## config.mk

```make
export PLATFORM = sky130hd
export DESIGN_NAME = pr_read_arbiter
export DESIGN_NICKNAME = d
export VERILOG_FILES = /design/src/rtl/pr_read_arbiter.sv
export SDC_FILE = /design/constraint.sdc
export NUM_CORES = 1
export LEC_CHECK = 0
export BUFFER_PORTS_ARGS = -buffer_cell sky130_fd_sc_hd__buf_4
export CORE_AREA = 2 2 705 707
export DETAILED_ROUTE_END_ITERATION = 10
export DIE_AREA = 0 0 707 709
export GPL_TIMING_DRIVEN = 0
export PLACE_DENSITY = 0.3
export RECOVER_POWER = 100
export REMOVE_ABC_BUFFERS = 1
export SLEW_MARGIN = 40
export SYNTH_ARGS = -nofsm -noshare
export SYNTH_HDL_FRONTEND = slang
export SYNTH_SLANG_ARGS = --single-unit
export TNS_END_PERCENT = 100
```

## constraint.sdc

```tcl
create_clock -name clk -period 3.4 [get_ports clk]
set_clock_uncertainty 0.15 [all_clocks]
set_input_delay 0.34 -clock clk [delete_from_list [all_inputs] [get_ports clk]]
set_output_delay 0.34 -clock clk [all_outputs]
set_load 0.02 [all_outputs]
```

## src/rtl/pr_read_arbiter.sv

```systemverilog
// pr_read_arbiter: round-robin AXI AR arbiter for the V/E fetchers with per-requester credits and RID-based R routing
module pr_read_arbiter #(
  parameter int ADDR_W = 64,
  parameter int DATA_W = 512,
  parameter int ID_W = 16,
  parameter int MAX_OUT = 8,
  parameter int CNT_W = $clog2(MAX_OUT + 1)
) (
  input  logic              clk,
  input  logic              rst,
  input  logic              v_req_valid,
  output logic              v_req_ready,
  input  logic [ADDR_W-1:0] v_req_addr,
  input  logic [7:0]        v_req_len,
  input  logic              e_req_valid,
  output logic              e_req_ready,
  input  logic [ADDR_W-1:0] e_req_addr,
  input  logic [7:0]        e_req_len,
  output logic              v_rsp_valid,
  input  logic              v_rsp_ready,
  output logic [DATA_W-1:0] v_rsp_data,
  output logic              v_rsp_last,
  output logic              e_rsp_valid,
  input  logic              e_rsp_ready,
  output logic [DATA_W-1:0] e_rsp_data,
  output logic              e_rsp_last,
  output logic [ID_W-1:0]   arid_m,
  output logic [ADDR_W-1:0] araddr_m,
  output logic [7:0]        arlen_m,
  output logic [2:0]        arsize_m,
  output logic              arvalid_m,
  input  logic              arready_m,
  input  logic [ID_W-1:0]   rid_m,
  input  logic [DATA_W-1:0] rdata_m,
  input  logic [1:0]        rresp_m,
  input  logic              rlast_m,
  input  logic              rvalid_m,
  output logic              rready_m,
  output logic [CNT_W-1:0]  v_outstanding,
  output logic [CNT_W-1:0]  e_outstanding,
  output logic              resp_err,
  output logic              bad_id
);
  typedef enum logic {IDLE, ISSUE} state_t;
  state_t state, state_nx;
  logic last_grant;
  logic v_elig, e_elig, grant_e, v_acc, e_acc, v_sel, e_sel, r_hs, v_dec, e_dec;
  function automatic logic [CNT_W-1:0] upd(input logic [CNT_W-1:0] c, input logic inc, input logic dec);
    return (inc && !dec) ? c + CNT_W'(1) : (dec && !inc && c != '0) ? c - CNT_W'(1) : c;
  endfunction
  assign v_elig = v_req_valid && v_outstanding < CNT_W'(MAX_OUT);
  assign e_elig = e_req_valid && e_outstanding < CNT_W'(MAX_OUT);
  assign grant_e = e_elig && (!v_elig || !last_grant);
  assign v_req_ready = state == IDLE && v_elig && !grant_e;
  assign e_req_ready = state == IDLE && grant_e;
  assign v_acc = v_req_valid && v_req_ready;
  assign e_acc = e_req_valid && e_req_ready;
  assign arvalid_m = state == ISSUE;
  assign arsize_m = 3'b110;
  assign v_sel = rid_m == ID_W'(0);
  assign e_sel = rid_m == ID_W'(1);
  assign v_rsp_valid = rvalid_m && v_sel;
  assign e_rsp_valid = rvalid_m && e_sel;
  assign v_rsp_data = rdata_m;
  assign e_rsp_data = rdata_m;
  assign v_rsp_last = rlast_m;
  assign e_rsp_last = rlast_m;
  // Unknown IDs are drained so a stray beat never stalls the R channel
  assign rready_m = v_sel ? v_rsp_ready : e_sel ? e_rsp_ready : 1'b1;
  assign r_hs = rvalid_m && rready_m;
  assign v_dec = r_hs && rlast_m && v_sel;
  assign e_dec = r_hs && rlast_m && e_sel;
  always_comb begin
    state_nx = state;
    if (state == IDLE) state_nx = (v_acc || e_acc) ? ISSUE : IDLE;
    else state_nx = arready_m ? IDLE : ISSUE;
  end
  always_ff @(posedge clk) begin
    if (rst) begin
      state <= IDLE;
      last_grant <= 1'b1;
      arid_m <= '0;
      araddr_m <= '0;
      arlen_m <= '0;
      v_outstanding <= '0;
      e_outstanding <= '0;
      resp_err <= 1'b0;
      bad_id <= 1'b0;
    end else begin
      state <= state_nx;
      if (v_acc || e_acc) begin
        last_grant <= e_acc;
        arid_m <= ID_W'(e_acc);
        araddr_m <= {(e_acc ? e_req_addr[ADDR_W-1:6] : v_req_addr[ADDR_W-1:6]), 6'b0};
        arlen_m <= e_acc ? e_req_len : v_req_len;
      end
      v_outstanding <= upd(v_outstanding, v_acc, v_dec);
      e_outstanding <= upd(e_outstanding, e_acc, e_dec);
      if (r_hs && rresp_m != 2'b00) resp_err <= 1'b1;
      if (rvalid_m && !v_sel && !e_sel) bad_id <= 1'b1;
    end
  end
endmodule

```

# ---- Yosys cells after proc, flatten, opt, wreduce, memory -nomap -nowiden
# Cells that the tools add are included.
dict set report classes {
  addsub 4
  magnitude_cmp 2
  eq_ne 1
  muxes 11
  n_bitwise 1
  reduce_logical 40
}
# op n
set op_table {}
lappend op_table {{58-bit two-way mux} 1}
lappend op_table {{1-bit logical AND} 23}
lappend op_table {{16-bit by 1-bit == test with 1-bit output, second input constant} 1}
lappend op_table {{16-bit zero test} 1}
lappend op_table {{4-bit two-way mux} 4}
lappend op_table {{1-bit zero test} 9}
lappend op_table {{4-bit by 1-bit adder with 4-bit output, second input constant} 2}
lappend op_table {{4-bit less-than comparator, second input constant} 2}
lappend op_table {{8-bit two-way mux} 1}
lappend op_table {{4-bit nonzero test} 2}
lappend op_table {{4-bit by 1-bit subtractor with 4-bit output, second input constant} 2}
lappend op_table {{2-bit nonzero test} 3}
lappend op_table {{1-bit two-way mux} 5}
lappend op_table {{1-bit logical OR} 2}
lappend op_table {{1-bit NOT} 1}
dict set report word_totals {
  regBits 79
  in_bits 683
  wordCells 68
}

# ---- Depth between registers and ports, before layout
# Gate-level depths: netlist of run 1.
dict set report logic_depth {
  depth_word 13
  depth_mapped 10
  mapped_depth_nobuf 9
}

# ---- Least setup slack after synthesis of run 1
# No wires, ideal clock.
dict set report synth_path {
  path_type {register to register}
  start {register v_outstanding[3]}
  end {register e_outstanding[3]}
  setup_time_ns 0.123
  arrival_time_ns 2.458
  t_required_ns 3.127
  slack_ns 0.668
  stages_incl_launch_ff 11
  path_buffers 1
  path_cell_list {dfxtp_1 nor2b_1 a211o_1 buf_4 a21oi_2 inv_1 ha_1 a21o_1 a21oi_1 mux2i_1 mux2_1}
}
dict set report synth_via {
  elab_chain_len 11
}
# element line
set synth_rtl {}
lappend synth_rtl {{from (decl)} 39} ;# output logic [CNT_W-1:0] v_outstanding,
lappend synth_rtl {{from (signal assigned)} 97} ;# v_outstanding <= upd(v_outstanding, v_acc, v_dec);
lappend synth_rtl {{4-bit less-than comparator (*)} 51} ;# assign v_elig = v_req_valid && v_outstanding < CNT_W'(MAX_OUT);
lappend synth_rtl {{1-bit logical AND (*)} 51}
lappend synth_rtl {{1-bit zero test (*)} 53} ;# assign grant_e = e_elig && (!v_elig || !last_grant);
lappend synth_rtl {{1-bit logical OR (*)} 53}
lappend synth_rtl {{1-bit logical AND (*)} 53}
lappend synth_rtl {{1-bit logical AND (*)} 55} ;# assign e_req_ready = state == IDLE && grant_e;
lappend synth_rtl {{1-bit logical AND (*)} 57} ;# assign e_acc = e_req_valid && e_req_ready;
lappend synth_rtl {{1-bit zero test} 49} ;# return (inc && !dec) ? c + CNT_W'(1) : (dec && !inc && c != '0) ? c - CNT_W'(1) : c;
lappend synth_rtl {{1-bit logical AND (2 in a row)} 49}
lappend synth_rtl {{2-bit nonzero test (no line)} n/a}
lappend synth_rtl {{to (signal assigned)} 98} ;# e_outstanding <= upd(e_outstanding, e_acc, e_dec);
lappend synth_rtl {{to (decl)} 40} ;# output logic [CNT_W-1:0] e_outstanding,
# Mark *: on every way between the ends. The rest lies on a longest branch, timed or not.
# A chain may end at the register's enable or synchronous reset.

# ---- Worst setup path in the final report of run 1
# Ends and elaborated chain as after synthesis.

==> out/summary.txt, run 1 <==
Status -> finished, violations left
Failing checks -> capacitance limit, slew limit
Total Wirelength -> 646000 µm
Post-synthesis register bit count -> 79
Synthesized area -> 11200 µm²
Critical Path RT -> 3570 ps
Clk Latency, worst-skew pair -> 430 ps
Starting density of the core -> 2.28%
Overall Global Routing Usage -> 24.9%
Pre-CTS WS -> 87.9 ps
RSZ-0062 raised after global routing -> false
Number of synthesized flops with an enable pin -> 0
Beginning of the worst hold path -> e_req_addr[39]
Placed Area -> 13500 µm²
Least-Margin Pin Slew -> 1540 ps
Worst slew margin -> -1.94%
Avg WL per Cell -> 89.9 µm
Final min period -> 3280 ps
Setup violators final -> 0
Worst-path clk slew -> 110 ps
Hold Vio Cnt, Final -> 0
Period Utilization, post-route -> 96.4%
Number of detailed-route iterations in the first pass -> 5
Drt via density -> 1.55
Worst Hold Class -> in -> reg
Crit end category -> flop
H-tree depth -> 3
Die height -> 709 µm
Final #Nets -> 1369
F_max -> 0.305 GHz
Buffers on Ports -> 243
VDD IR-drop max -> 0.258 mV
CP Launch Type -> flop
Ys flop type -> dfxtp_1
DRC Markers -> 0
Clk sink count -> 79
GP Congestion -> 0.819
CTS Buffer Depth -> 2
Iter 0 DRT Violations -> 1834
Die area -> 501000 µm²
Detail Placement HPWL -> 612000 µm
Die W -> 707 µm
Layout area overhead -> 22.4%
Core ar. -> 493000 µm²
Remaining Overflow, GRT -> 0
Crit-path max FO -> 9
Post-synthesis sequential area ratio -> 14.1%
Final instance area -> 13800 µm²
Layout cell share with drive strength beyond 1 -> 29.1%
Mean post-synth cell area -> 7.76 µm²
Final WS setup -> 122 ps
Async set or reset register ratio after synthesis -> 0%
Pin count of the biggest net entering global routing -> 44
Synth unique cells -> 38
Cells after Synth -> 1449
Routed vias -> 11200
Crit path launch -> v_outstanding[3]$_SDFFE_PP0P_
Initial antenna violation count -> 14
Ys Warns -> 0
Number of max-cap violations -> 1
Root Driver -> clkbuf_16
Io pins -> 1816
Vias in the first global route -> 7098
CP arrival -> 3450 ps
Final ANT Viol Nets -> 0
Critical path class -> reg -> reg
First-pass GRT wire length -> 663000 µm
CTS tree -> built
Reg-to-Reg Start -> v_outstanding[3]$_SDFFE_PP0P_
P per Cell Area -> 299 nW/µm²
Lkg Pwr -> 0.00255 µW
Final Max Slew Viols -> 1
Core Rows -> 258
CTS Buf Count -> 9
==> cell families after synthesis <==
kind of cell             synth area share [%]
other                                  0.0668
AO/OA/AOI/OAI                            5.02
AND/OR/NAND/NOR                          8.01
flip-flops                               14.1
buffers and inverters                    71.5
XOR/XNOR                                0.156
multiplexers                            0.378
adder cells (fa/ha/maj)                 0.801
==> cell usage in the layout, fill, tap and decap left out, drive strengths merged, types with 5 or more instances in the layout <==
| cell | count |
|---|---|
| a21oi | 10 |
| buf | 172 |
| clkbuf | 94 |
| conb | 24 |
| dfxtp | 79 |
| dlygate4sd3 | 22 |
| inv | 12 |
| nand2 | 6 |
| nand2b | 5 |
| nor2 | 76 |
| nor3 | 72 |
| nor4 | 6 |
| o22ai | 66 |
==> power breakdown <==
group          leakage, µW  internal (µW)  switching [µW]  total [µW]
Combinational      0.00173            516             979        1490
Sequential        0.000656           1100             124        1220
Clock             0.000165            667             737        1400
Total              0.00255           2280            1840        4120
==> stage by stage <==
stage          power, µW  instances  util, %  hold slack [ps]  setup TNS (ps)
2_1_floorplan       1920        389        -              259          -18740
3_3_place_gp        2840       7132     2.69              304         -415100
3_5_place_dp        2870       7143     2.75              319               0
4_1_cts             4420       7181     2.86            0.449               0
5_1_grt             4430       7186     2.79             27.4               0
6_report            4120       7187     2.79             41.4               0
==> worst paths after layout <==
path	to	slack (ps)	depth (start not counted)
min	araddr_m[39]$_SDFFE_PP0P_	40	3
min reg2reg	resp_err$_SDFFE_PP0P_	330	2
max	e_outstanding[3]$_SDFFE_PP0P_	120	10
max reg2reg	e_outstanding[3]$_SDFFE_PP0P_	120	10
==> timing repair <==
| item | 4_1_cts | 5_1_grt |
|---|---|---|
| hold buffers | 22 | 0 |
| setup endpoints to repair | 0 | 1 |
| buffers inserted | 0 | 3 |
| gates resized for setup | 0 | 2 |
| hold endpoints to repair | 17 | 0 |
==> cell usage after synthesis, drive strengths merged (3+ instances only) <==
cell type | number | share of area (%)
nor3 | 72 | 3.2
nand3 | 4 | 0.18
ha | 4 | 0.45
inv | 7 | 0.23
nor2 | 76 | 2.5
o21ai | 3 | 0.17
buf | 1065 | 71
dfxtp | 79 | 14
o22ai | 66 | 3.7
nand2b | 5 | 0.28
nor2b | 3 | 0.17
nand2 | 6 | 0.20
a21oi | 10 | 0.48
nor4 | 6 | 0.87
clkbuf | 17 | 0.57
==> state kept, by name, summed over array words and instances (netlist names) <==
signal / count
v_outstanding: 4
bad_id: 1
araddr_m: 58
arid_m: 1
e_outstanding: 4
resp_err: 1
arlen_m: 8
last_grant: 1
arvalid_m: 1
==> final cells by class <==
cell class	count	area, µm²
diodes	2	5.00
well taps	6500	8130
flip-flops and latches	79	1580
multi-input cells	304	1710
repair buffers	279	1970
clock buffers	9	225
fillers	58800	479000
clock inverters	7	109
inverters	7	26.3
==> layer usage <==
layer	up-vias	routed length, µm	GRT usage [%]
met5	-	12500	18.4
met4	94	71800	21.9
met3	486	174000	32.2
met2	4454	313000	43.0
met1	4146	75800	7.82
li1	1985	-	-
==> critical path, stage by stage, from the launching register on <==
cell     delay (ps)
dfxtp_1         370
nor2b_1         750
a211o_2         320
buf_12          190
a21oi_4          70
inv_1           160
ha_1            250
a21o_1          170
a21oi_1         170
mux2i_1         220
mux2_1          330
No activity file was read; power rests on OpenSTA's default activity.
==> inputs of run 2 (changes only) <==
--- a/config.mk
+++ b/config.mk
@@ -5,7 +5,7 @@
 export SDC_FILE = /design/constraint.sdc
 export NUM_CORES = 1
 export LEC_CHECK = 0
-export BUFFER_PORTS_ARGS = -buffer_cell sky130_fd_sc_hd__buf_4
+export BUFFER_PORTS_ARGS = -buffer_cell sky130_fd_sc_hd__buf_2
 export CORE_AREA = 2 2 705 707
 export DETAILED_ROUTE_END_ITERATION = 10
 export DIE_AREA = 0 0 707 709
==> run 2 against run 1 <==
  * Global-route usage is essentially flat
  * Combinational power down 7%
  * Via count up 1.6%
  * Clock power is essentially flat
  * Non-clock buffer count decreased by 2
  * Cell area is 3.0% lower
  * Utilization decreased by 0.083 points
  * Largest cell class unchanged
  * Critical path type unchanged
  * The flow still finishes with violations (capacitance limit, slew limit)
==> out/summary.txt, run 2 (synthesis results as in run 1) <==
Status -> finished, violations left
Failing checks -> capacitance limit, slew limit
CTS tree -> built
Initial antenna violation count -> 19 (+5)
Vias in the first global route -> 6659 (-6.2%)
Critical Path RT -> 3570 ps (about the same)
Buffers on Ports -> 243 (unchanged)
VDD IR-drop max -> 0.223 mV (-13%)
Largest register FFs -> 58 (unchanged)
First-pass GRT wire length -> 661000 µm (-0.23%)
Worst Hold Class -> in -> reg
Largest reg by FF count -> araddr_m
Lkg Pwr -> 0.00241 µW (-5.4%)
Reg-to-reg setup timing slack -> 300 ps (+180 ps)
Detail Placement HPWL -> 611000 µm (-0.14%)
GP Congestion -> 0.820 (+0.13%)
Final total power -> 3990 µW (-3.1%)
Met2 wire length -> 315000 µm (+0.58%)
Sequential cell area -> 1580 µm² (unchanged)
F_max -> 0.322 GHz (+5.7%)
Clk Latency, worst-skew pair -> 430 ps (about the same)
Layout area overhead -> 18.8%
Critical path class -> reg -> reg
CTS Buffer Depth -> 2 (unchanged)
Drt via density -> 1.58 (+1.6%)
Routed vias -> 11300 (+1.6%)
Die W -> 707 µm (unchanged)
Beginning of the worst hold path -> e_req_addr[29]
Worst slew margin -> -5.15% (-3.2 points)
Die height -> 709 µm (unchanged)
Hold buffer count at cts -> 25 (+14%)
Hold Vio Cnt, Final -> 0 (unchanged)
Iter 0 DRT Violations -> 1908 (+4.0%)
Io pins -> 1816 (unchanged)
Core Rows -> 258 (unchanged)
Period Utilization, post-route -> 91.2% (-5.2 points)
Commonest cells after routing, fill and taps aside -> buf_2 (159), clkbuf_1 (83), dfxtp_1 (79), nor2_1 (76), nor3_1 (72)
H-tree depth -> 3 (unchanged)
Least-Margin Pin Slew -> 1580 ps (+48.3 ps)
Largest regs -> araddr_m: 58 flops, arlen_m: 8 flops
Final min period -> 3100 ps (-176 ps)
Pin count of the biggest net entering global routing -> 47 (+6.8%)
Commonest non-fill, non-tap cell in the layout -> buf_2
Worst-path clk slew -> 100 ps (about the same)
Final instance area -> 13400 µm² (-3.0%)
Overall Global Routing Usage -> 24.9% (about the same)
Hold Crit Depth -> 3 (unchanged)
Layout fillers -> 58800 (+0.026%)
Reg-to-Reg Start -> e_outstanding[3]$_SDFFE_PP0P_
# Post-CTS Setup Buffers -> 0 (unchanged)
Die area -> 501000 µm² (unchanged)
Routed met1 length -> 75000 µm (-0.96%)
Total Wirelength -> 645000 µm (-0.26%)
Avg WL per Cell -> 89.7 µm (-0.24%)
Reg2Reg Depth -> 9 (-1)
Crit end category -> flop
Setup violators final -> 0 (unchanged)
Number of detailed-route iterations in the first pass -> 5 (unchanged)
Number of max-cap violations -> 2 (+1)
CTS Buf Count -> 9 (unchanged)
Reg2Reg Capture Point -> e_outstanding[3]$_SDFFE_PP0P_
Hold worst-path end -> araddr_m[29]$_SDFFE_PP0P_
Layout cell share with drive strength beyond 1 -> 28.3% (-0.75 points)
Crit-path max FO -> 10 (+1)
Final Max Slew Viols -> 2 (+1)
Remaining Overflow, GRT -> 0 (unchanged)
Starting density of the core -> 2.28% (unchanged)
Footprint of the multi-input gates -> 1710 µm² (-0.51%)
RSZ-0062 raised after global routing -> false
CP Launch Type -> flop
P per Cell Area -> 299 nW/µm² (-0.17%)
Clk sink count -> 79 (unchanged)
DR top layer -> met5
CP arrival -> 3280 ps (-170 ps)
Post-CTS Resized -> 0 (unchanged)
Final ANT Viol Nets -> 0 (unchanged)
DRC Markers -> 0 (unchanged)
Final #Nets -> 1366 (-0.22%)
Root Driver -> clkbuf_16
Placed Area -> 12900 µm² (-4.8%)
Core ar. -> 493000 µm² (unchanged)
Met3 WL post-DR -> 173000 µm (about the same)
## run 2: cell types whose count changed in the layout (fill, tap and decap cells not counted), moves of 2 or more
cell and delta:
diode_2 +2, buf_2 +159, buf_6 -2, buf_12 +2
dlygate4sd3_1 +3, buf_4 -161
## run 2: final cells by class
class,count,share of cell area [%]
repair buffers,277,11.7
well taps,6500,60.9
multi-input cells,303,12.8
flip-flops and latches,79,11.8
diodes,4,0.0749
clock inverters,7,0.815
inverters,7,0.197
clock buffers,9,1.69
## run 2: where the power goes
part	internal [µW]	leakage [µW]	switching (µW)
Combinational	456	0.00159	933
Clock	667	0.000165	726
Sequential	1100	0.000656	113
## run 2: through the flow
| step | hold WS (ps) | worst slack, ps | instances | utilization [%] | setup TNS (ps) |
|---|---|---|---|---|---|
| finish | 57.7 | 298 | 7186 | 2.71 | 0 |
| CTS | 1.03 | 289 | 7182 | 2.73 | 0 |
| detailed placement | 307 | 293 | 7141 | 2.61 | 0 |
| global route | 32.0 | 178 | 7184 | 2.71 | 0 |
| floorplan | 259 | -341 | 389 | - | -18740 |
| global placement | 295 | -5820 | 7132 | 2.57 | -406130 |
## run 2: worst max-delay path by stage
stage / from / end / slack, ps / cells after the start
floorplan: e_outstanding[3]$_SDFFE_PP0P_ / arvalid_m$_SDFF_PP0_ / -340 / 5
global placement: v_req_valid / araddr_m[20]$_SDFFE_PP0P_ / -5820 / 6
detailed placement: rid_m[9] / v_outstanding[3]$_SDFFE_PP0P_ / 290 / 10
CTS: e_outstanding[3]$_SDFFE_PP0P_ / e_outstanding[3]$_SDFFE_PP0P_ / 290 / 9
global route: e_outstanding[3]$_SDFFE_PP0P_ / e_outstanding[3]$_SDFFE_PP0P_ / 180 / 9
finish: e_outstanding[3]$_SDFFE_PP0P_ / e_outstanding[3]$_SDFFE_PP0P_ / 300 / 9
## run 2: worst max-delay path: stages (launching register included)
cell	delay, ps
dfxtp_1	380
nand2b_1	240
a211o_4	500
a21oi_2	350
inv_1	160
ha_1	300
a21o_1	170
a21oi_1	170
mux2i_1	220
mux2_1	330
## run 2: per-layer routing
metal  vias up  GRT usage (%)
met4        86           21.2
met3       470           32.2
met1      4203           7.79
li1       1986              -
met2      4594           43.3
met5         -           18.8
